[src/rtl/host_config_arbiter_if.sv]
// Config-port bundle: NUM_REQ requester words in, one held config word out.
interface host_config_arbiter_if #(
  parameter int NUM_REQ = 2,
  parameter int DATA_W  = 256
);
  localparam int ID_W = $clog2(NUM_REQ);

  logic [NUM_REQ-1:0]        req_valid;
  logic [NUM_REQ*DATA_W-1:0] req_data;
  logic [NUM_REQ-1:0]        req_accept;
  logic                      out_config_valid;
  logic [DATA_W-1:0]         out_config_data;
  logic                      out_config_accept;
  logic [ID_W-1:0]           out_grant_id;
  logic [31:0]               cfg_words_accepted;

  modport slave (
    input  req_valid, req_data, out_config_accept,
    output req_accept, out_config_valid, out_config_data, out_grant_id, cfg_words_accepted
  );

  modport master (
    output req_valid, req_data, out_config_accept,
    input  req_accept, out_config_valid, out_config_data, out_grant_id, cfg_words_accepted
  );
endinterface

[src/rtl/host_config_arbiter.sv]
// Round-robin arbiter with bounded burst tenure feeding a single held config word.
//   state | meaning
//   IDLE  | output register empty
//   HOLD  | word held, frozen until out_config_accept
module host_config_arbiter #(
  parameter int NUM_REQ   = 2,
  parameter int DATA_W    = 256,
  parameter int MAX_BURST = 4
) (
  input  logic                  clk,
  input  logic                  reset,
  host_config_arbiter_if.slave  bus
);
  localparam int ID_W = $clog2(NUM_REQ);
  localparam int BC_W = $clog2(MAX_BURST + 1);
  localparam logic [BC_W-1:0] BURST_MAX = BC_W'(MAX_BURST);
  localparam logic [ID_W-1:0] LAST_ID   = ID_W'(NUM_REQ - 1);
  localparam logic [ID_W:0]   NUM_WIDE  = (ID_W + 1)'(NUM_REQ);

  typedef enum logic {IDLE, HOLD} state_t;

  state_t             state, state_nxt;
  logic [ID_W-1:0]    rr_ptr, rr_id, cand, win_id, gid_q;
  logic [ID_W:0]      sum;
  logic [BC_W-1:0]    burst_cnt;
  logic               rr_found, cont, load_slot, grant;
  logic [DATA_W-1:0]  data_q, win_data;
  logic [31:0]        words_q;
  logic [NUM_REQ-1:0] accept_vec;

  // Round-robin scan starting at rr_ptr, wrapping at NUM_REQ.
  always_comb begin
    rr_found = 1'b0;
    rr_id    = '0;
    sum      = '0;
    cand     = '0;
    for (int i = 0; i < NUM_REQ; i++) begin
      sum = {1'b0, rr_ptr} + (ID_W + 1)'(i);
      if (sum >= NUM_WIDE) sum = sum - NUM_WIDE;
      cand = sum[ID_W-1:0];
      if (!rr_found && bus.req_valid[cand]) begin
        rr_found = 1'b1;
        rr_id    = cand;
      end
    end
  end

  always_comb begin
    state_nxt  = state;
    load_slot  = (state == IDLE) || bus.out_config_accept;
    cont       = (state == HOLD) && (burst_cnt < BURST_MAX) && bus.req_valid[gid_q];
    win_id     = cont ? gid_q : rr_id;
    grant      = load_slot && !reset && (cont || rr_found);
    accept_vec = '0;
    if (load_slot) state_nxt = (cont || rr_found) ? HOLD : IDLE;
    if (grant) accept_vec[win_id] = 1'b1;
  end

  always_comb begin
    win_data = '0;
    for (int i = 0; i < NUM_REQ; i++) begin
      if (ID_W'(i) == win_id) win_data = bus.req_data[i*DATA_W +: DATA_W];
    end
  end

  always_ff @(posedge clk or posedge reset) begin
    if (reset) state <= IDLE;
    else       state <= state_nxt;
  end

  always_ff @(posedge clk or posedge reset) begin
    if (reset) begin
      data_q    <= '0;
      gid_q     <= '0;
      words_q   <= '0;
      rr_ptr    <= '0;
      burst_cnt <= '0;
    end else begin
      if ((state == HOLD) && bus.out_config_accept) words_q <= words_q + 32'd1;
      if (grant) begin
        data_q <= win_data;
        gid_q  <= win_id;
        // Continuation keeps rr_ptr pointing past the owner so it scans last next time.
        if (cont) begin
          burst_cnt <= burst_cnt + 1'b1;
        end else begin
          burst_cnt <= BC_W'(1);
          rr_ptr    <= (rr_id == LAST_ID) ? '0 : rr_id + 1'b1;
        end
      end
    end
  end

  assign bus.req_accept         = accept_vec;
  assign bus.out_config_valid   = (state == HOLD);
  assign bus.out_config_data    = data_q;
  assign bus.out_grant_id       = gid_q;
  assign bus.cfg_words_accepted = words_q;
endmodule

[src/flat_wrapper.sv]
// flat-port wrapper written by rule: the top's interface ports become plain ports
module host_config_arbiter_flat 
#(
  parameter int NUM_REQ   = 2,
  parameter int DATA_W    = 256,
  parameter int MAX_BURST = 4
)
  (clk, reset, bus_req_valid, bus_req_data, bus_out_config_accept, bus_req_accept, bus_out_config_valid, bus_out_config_data, bus_out_grant_id, bus_cfg_words_accepted);
  host_config_arbiter_if #(.NUM_REQ(NUM_REQ), .DATA_W(DATA_W)) bus_i ();
  input  logic clk;
  input  logic reset;
  input wire logic [$bits(bus_i.req_valid)-1:0] bus_req_valid;
  input wire logic [$bits(bus_i.req_data)-1:0] bus_req_data;
  input wire logic [$bits(bus_i.out_config_accept)-1:0] bus_out_config_accept;
  output wire logic [$bits(bus_i.req_accept)-1:0] bus_req_accept;
  output wire logic [$bits(bus_i.out_config_valid)-1:0] bus_out_config_valid;
  output wire logic [$bits(bus_i.out_config_data)-1:0] bus_out_config_data;
  output wire logic [$bits(bus_i.out_grant_id)-1:0] bus_out_grant_id;
  output wire logic [$bits(bus_i.cfg_words_accepted)-1:0] bus_cfg_words_accepted;
  assign bus_i.req_valid = bus_req_valid;
  assign bus_i.req_data = bus_req_data;
  assign bus_i.out_config_accept = bus_out_config_accept;
  assign bus_req_accept = bus_i.req_accept;
  assign bus_out_config_valid = bus_i.out_config_valid;
  assign bus_out_config_data = bus_i.out_config_data;
  assign bus_out_grant_id = bus_i.out_grant_id;
  assign bus_cfg_words_accepted = bus_i.cfg_words_accepted;
  host_config_arbiter #(.NUM_REQ(NUM_REQ), .DATA_W(DATA_W), .MAX_BURST(MAX_BURST)) u_core (.clk(clk), .reset(reset), .bus(bus_i));
endmodule
[config.mk]
export PLATFORM = sky130hd
export DESIGN_NAME = host_config_arbiter_flat
export DESIGN_NICKNAME = d
export VERILOG_FILES = /design/src/rtl/host_config_arbiter_if.sv /design/src/rtl/host_config_arbiter.sv /design/src/flat_wrapper.sv
export SDC_FILE = /design/constraint.sdc
export NUM_CORES = 1
export LEC_CHECK = 0
export CORE_AREA = 2 2 317 319
export CTS_CLUSTER_SIZE = 12
export DETAILED_ROUTE_END_ITERATION = 6
export DIE_AREA = 0 0 319 321
export GPL_TIMING_DRIVEN = 0
export SLEW_MARGIN = 15
export SYNTH_ARGS = -nofsm -noshare
export SYNTH_HDL_FRONTEND = slang
export SYNTH_SLANG_ARGS = --single-unit
[constraint.sdc]
create_clock -name clk -period 29.4 [get_ports clk]
set_input_delay 5.88 -clock clk [delete_from_list [all_inputs] [get_ports clk]]
set_output_delay 5.88 -clock clk [all_outputs]
set_load 0.01 [all_outputs]
* Yosys cells after proc, flatten, opt, wreduce, memory -nomap -nowiden
Index checks and enable logic that the tools add are counted.
Storage, ports and cells: flip-flop bits (word level) 294, bits of input ports 517, output and inout bits 292, logic and storage cells 54
Cells by class: add/subtract/negate cells 6, $lt $le $gt $ge 8, muxes and demuxes 20, bitwise gates (word level) 2, reductions and logical operators 12
Operators with widths (number):
- 2-to-1 mux 256 bit | 1
- adder 32 x 1 -> 32 bit (second input constant) | 1
- 2-to-1 mux 1 bit | 16
- < comparator 1 x 2 -> 1 bit (second input constant) | 4
- logical AND 1 bit | 7
- adder 3 x 1 -> 3 bit (second input constant) | 1
- < comparator 3 bit (second input constant) | 1
- 2-to-1 mux 3 bit | 1
- adder 1 x 1 -> 2 bit (second input constant) | 1
- greater-or-equal comparator 1 x 2 -> 1 bit (second input constant) | 1
- greater-or-equal comparator 2 bit (second input constant) | 1
- logical NOT 1 bit | 2
- logical OR 1 bit | 2
- 2-to-1 mux 2 bit | 1
- NOT 1 bit | 2
- AND reduction 2 bit | 1
- subtractor 1 bit (second input constant) | 2
- adder 1 bit (second input constant) | 1
- demux 1 bit (select 1 bit) | 1
- greater-or-equal comparator 1 bit (second input constant) | 1

* Logic depth before layout (Yosys ltp)
depth after elaboration 14, gate-level depth with buffers 7, mapped depth without buffers 5

* Worst setup path before layout
OpenSTA, ideal clock, no wires.
path type input -> output, start point input bus_req_valid[0], end point output bus_req_accept[0], arrival time 6.867 ns, required time 23.520 ns, slack 16.653 ns, stages 6, buffers on the path 3, cell sequence nor2_1 > or3_1 > buf_2 > buf_4 > buf_2 > nor2_1
Between the ends: longest elaborated chain between the ends 12, elaborated cells between the ends (all ways) 22, classes of those cells order compare (2); mux (14); reduce/logical (6)
Ends and longest elaborated chain:
- start, declared | line flat_wrapper.sv:12 | input wire logic [$bits(bus_i.req_valid)-1:0] bus_req_valid;
- 2-to-1 mux 1 bit (implied by the code) (2 in a row) | line host_config_arbiter.sv:41 | if (!rr_found && bus.req_valid[cand]) begin
- 2-to-1 mux 1 bit | line host_config_arbiter.sv:41
- logical NOT 1 bit | line host_config_arbiter.sv:41
- logical AND 1 bit | line host_config_arbiter.sv:41
- 2-to-1 mux 1 bit | line host_config_arbiter.sv:41
- 2-to-1 mux 1 bit | line host_config_arbiter.sv:52 | win_id = cont ? gid_q : rr_id;
- < comparator 1 x 2 -> 1 bit (implied by the code) or greater-or-equal comparator 1 bit (tied branches) | line host_config_arbiter.sv:56 | if (grant) accept_vec[win_id] = 1'b1;
- logical AND 1 bit (implied by the code) | line host_config_arbiter.sv:56
- 2-to-1 mux 1 bit (implied by the code) | line host_config_arbiter.sv:56
- demux 1 bit (select 1 bit)
- 2-to-1 mux 2 bit (*) | line host_config_arbiter.sv:56
- end, declared | line flat_wrapper.sv:15 | output wire logic [$bits(bus_i.req_accept)-1:0] bus_req_accept;
Mark *: on every way between the ends. The rest lies on a longest branch, timed or not. The select of a mux whose other input is x is not followed.

* Worst setup path in the final report
start point input bus_req_valid[1], end point output bus_req_accept[1]
Same word-level chain as after synthesis.

==> flow_summary.json <==
{
  "synth_edf_count": 0,
  "drt-initial-drc-count": 1112,
  "grt_antenna_before_repair": 16,
  "grt_remaining_overflow": 0,
  "worstPathArrival_ns": 8.70,
  "total_leakage_power_nw": 10.91,
  "clk_transition_reported_paths_ns": 0.05,
  "core_area_um2": 99280,
  "filler_cell_count_in_the_final_layout": 10612,
  "detail-route-antenna-nets": 0,
  "required_ns": 23.52,
  "route.layer.met1.wl_um": 38450,
  "cts_setup_buffers": 0,
  "critical_path_class": "input pin to output pin",
  "netlist_instances": 1627,
  "routability_congestion": 0.9827,
  "synth.lib_cells_used.distinct": 39,
  "via_per_inst": 4.440,
  "synth_area_um2": 15830,
  "clk_latency_ns": 0.58,
  "grt_pass1_wl_um": 128100,
  "uppermost_metal_layer_occupied_by_signal_nets": "met5",
  "setup-violations-final": 0,
  "remaining_drc_errors": 0,
  "ios": 809,
  "dp_hpwl_um": 71560,
  "finalWirelength_um": 91580,
  "clock-skew-final_ns": 0.02111,
  "seq_power_share_pct": 34.2,
  "timing.critical_path.fanout_max": 10,
  "tritoncts.num_buffers": 40,
  "worst_ir_drop_vdd_v": 0.00003777,
  "power_report.internal_total_w": 0.001049,
  "element_type_at_the_critical_path_end": "output pin",
  "dieHeight_um": 321,
  "vias": 16957,
  "power-per-cell-area_nw_per_um2": 58.58,
  "ys_dominant_reg_cell": "sky130_fd_sc_hd__dfrtp_1",
  "cts-resized-gates": 0,
  "synthesis.yosys.warnings": 0,
  "initial_utilization_pct": 15.94,
  "rsz0062_at_grt": "no",
  "proportion_of_synthesized_chip_area_in_sequential_cells_pct": 46.49,
  "area_growth_pct": 70.55,
  "outcome": "finished clean",
  "period_share_pct": 49.59,
  "hold_buffers": 0,
  "power.switching_fraction_pct": 33.66,
  "final_util_pct": 27.19,
  "synth_async_sr_flop_share_pct": 100.0,
  "timing.max_slew.rel_slack_pct": 17.97,
  "p_clk_share_pct": 32.4,
  "sequential_cell_area_um2": 7357,
  "drive_above_1_share_pct": 16.25,
  "cts_sinks": 294,
  "post_synthesis_register_bit_count": 294,
  "share_comb_of_total_power_pct": 33.4,
  "power.total_w": 0.001581,
  "average_instance_area_after_synthesis_um2": 9.727,
  "drtPass1Iterations": 6,
  "cts_htree_levels": 2,
  "num_rows": 116,
  "timing.hold.worst.class": "flip-flop to flip-flop",
  "drv_cap": 0,
  "route.met3.wl_um": 7784,
  "regToRegSetupSlack_ns": 26.02,
  "vias_in_the_first_global_route": 17445,
  "commonest_non_fill_non_tap_cells_in_the_layout": "sky130_fd_sc_hd__clkdlybuf4s50_1, sky130_fd_sc_hd__nand2_1, sky130_fd_sc_hd__dfrtp_1",
  "tightestPinTransition_ns": 1.230,
  "mappedNetlistNets": 2146,
  "cts_root_buffer": "sky130_fd_sc_hd__clkbuf_16",
  "final-max-slew-violation-count": 0,
  "multi_input_area_um2": 7448,
  "fin_nets": 2999,
  "tritoncts": "yes",
  "final-hold-violation-count": 0,
  "pin_count_of_the_biggest_net_entering_global_routing": 95,
  "io_buffers": 808,
  "fin_setup_tns_ns": 0,
  "timing.critical_path.from_type": "input pin",
  "clock.fmax_mhz": 68.59,
  "net-switching-power_w": 0.0005323,
  "layout_commonest_cell": "sky130_fd_sc_hd__clkdlybuf4s50_1",
  "max-clock-path-buffers": 3,
  "fp.dieW_um": 319,
  "globalRouteTotalUtil_pct": 17.22,
  "routed-wl-met2_um": 42030,
  "area_enclosed_by_the_die_boundary_um2": 102400,
  "wl_per_cell_um": 23.98,
  "period_minus_slack_ns": 14.58
}
## sequential cells by signal, summed over array words and instances (netlist names)
name	flops
u_core.rr_ptr	1
u_core.bus.out_config_valid	1
u_core.burst_cnt	3
u_core.bus.out_config_data	256
u_core.bus.cfg_words_accepted	32
u_core.bus.out_grant_id	1
## area by class of cell
cell class	count	share of cell area, %
clock buffer	55	4.218
multi-input combinational	1147	27.59
tap	1298	6.017
buffer	177	3.671
sequential	294	27.26
inverter	9	0.1530
antenna	10	0.09271
timing repair buffer	811	30.27
clock inverter	18	0.7278
## kinds of logic (layout without fill, tap and decap cells)
family                     after synthesis  in the layout  synth area share [%]
buffers and inverters                  186           1070                 6.451
DFF                                    294            294                 46.49
and+or+nand+nor                        847            847                 25.36
xor gates and xnor gates                31             31                 1.716
other                                    0             10                     0
muxes                                    1              1               0.07115
AOI/OAI and AO/OA                      266            266                 19.76
adders and majority gates                2              2                0.1581
## critical path, stage by stage
cell and delay [ns]:
sky130_fd_sc_hd__clkdlybuf4s50_1 0.51, sky130_fd_sc_hd__clkbuf_1 0.75, sky130_fd_sc_hd__clkbuf_1 0.58, sky130_fd_sc_hd__nand2_1 0.14, sky130_fd_sc_hd__nor2_1 0.24, sky130_fd_sc_hd__clkdlybuf4s50_1 0.59
## power by group through the flow
stage	clock [W]	combinational, W	sequential, W
5_1_grt	0.000545	0.000563	0.000549
3_5_place_dp	0	0.000533	0.000544
2_1_floorplan	0	0.000175	0.000568
4_1_cts	0.000530	0.000535	0.000540
3_3_place_gp	0	0.000530	0.000545
6_report	0.000512	0.000528	0.000541
## through the flow
stage / hold WS (ns) / cell area (um2) / worst slack (ns) / cells
finish: 0.4709 / 26990 / 14.82 / 3819
global route: 0.4888 / 26980 / 14.72 / 3816
CTS: 0.4761 / 26970 / 14.80 / 3809
detailed placement: 0.4688 / 25630 / 14.82 / 3736
global placement: 0.4549 / 25540 / 9.888 / 3733
floorplan: 0.4461 / 15830 / 15.40 / 1627
## routing by layer
layer / track usage, % / vias to the layer above
met5: 0 / -
met4: 6.447 / 4
met3: 5.377 / 156
met2: 27.24 / 774
met1: 21.92 / 8375
li1: - / 7648
## cells in the mapped netlist, drive strengths merged, types with 3 or more instances
cell	instances	area share, %
clkbuf	61	1.4
xnor2	9	0.50
nand3	12	0.41
and4	5	0.29
buf	116	4.8
nand2	524	12
nor3	10	0.32
and2	3	0.12
nor2	9	0.21
dfrtp	294	46
xor2	22	1.2
nor4	13	0.75
nand4	263	10
inv	9	0.21
o211ai	257	19
## path summary, 6_finish.rpt
path                                                                     from                                             to  cells after the start
worst min-delay path            u_core.bus.cfg_words_accepted[31]$_DFFE_PP0P_  u_core.bus.cfg_words_accepted[31]$_DFFE_PP0P_                      1
worst max-delay path                                         bus_req_valid[1]                              bus_req_accept[1]                      6
max in group asynchronous                                               reset    u_core.bus.out_config_data[160]$_DFFE_PP0P_                      3
worst max register to register        u_core.bus.out_config_valid$_DFFE_PP0N_    u_core.bus.out_config_data[191]$_DFFE_PP0P_                      7
min in group asynchronous                                               reset     u_core.bus.out_config_data[62]$_DFFE_PP0P_                      2
worst min register to register  u_core.bus.cfg_words_accepted[31]$_DFFE_PP0P_  u_core.bus.cfg_words_accepted[31]$_DFFE_PP0P_                      1
Note: power is estimated with default switching activity, not from simulation.
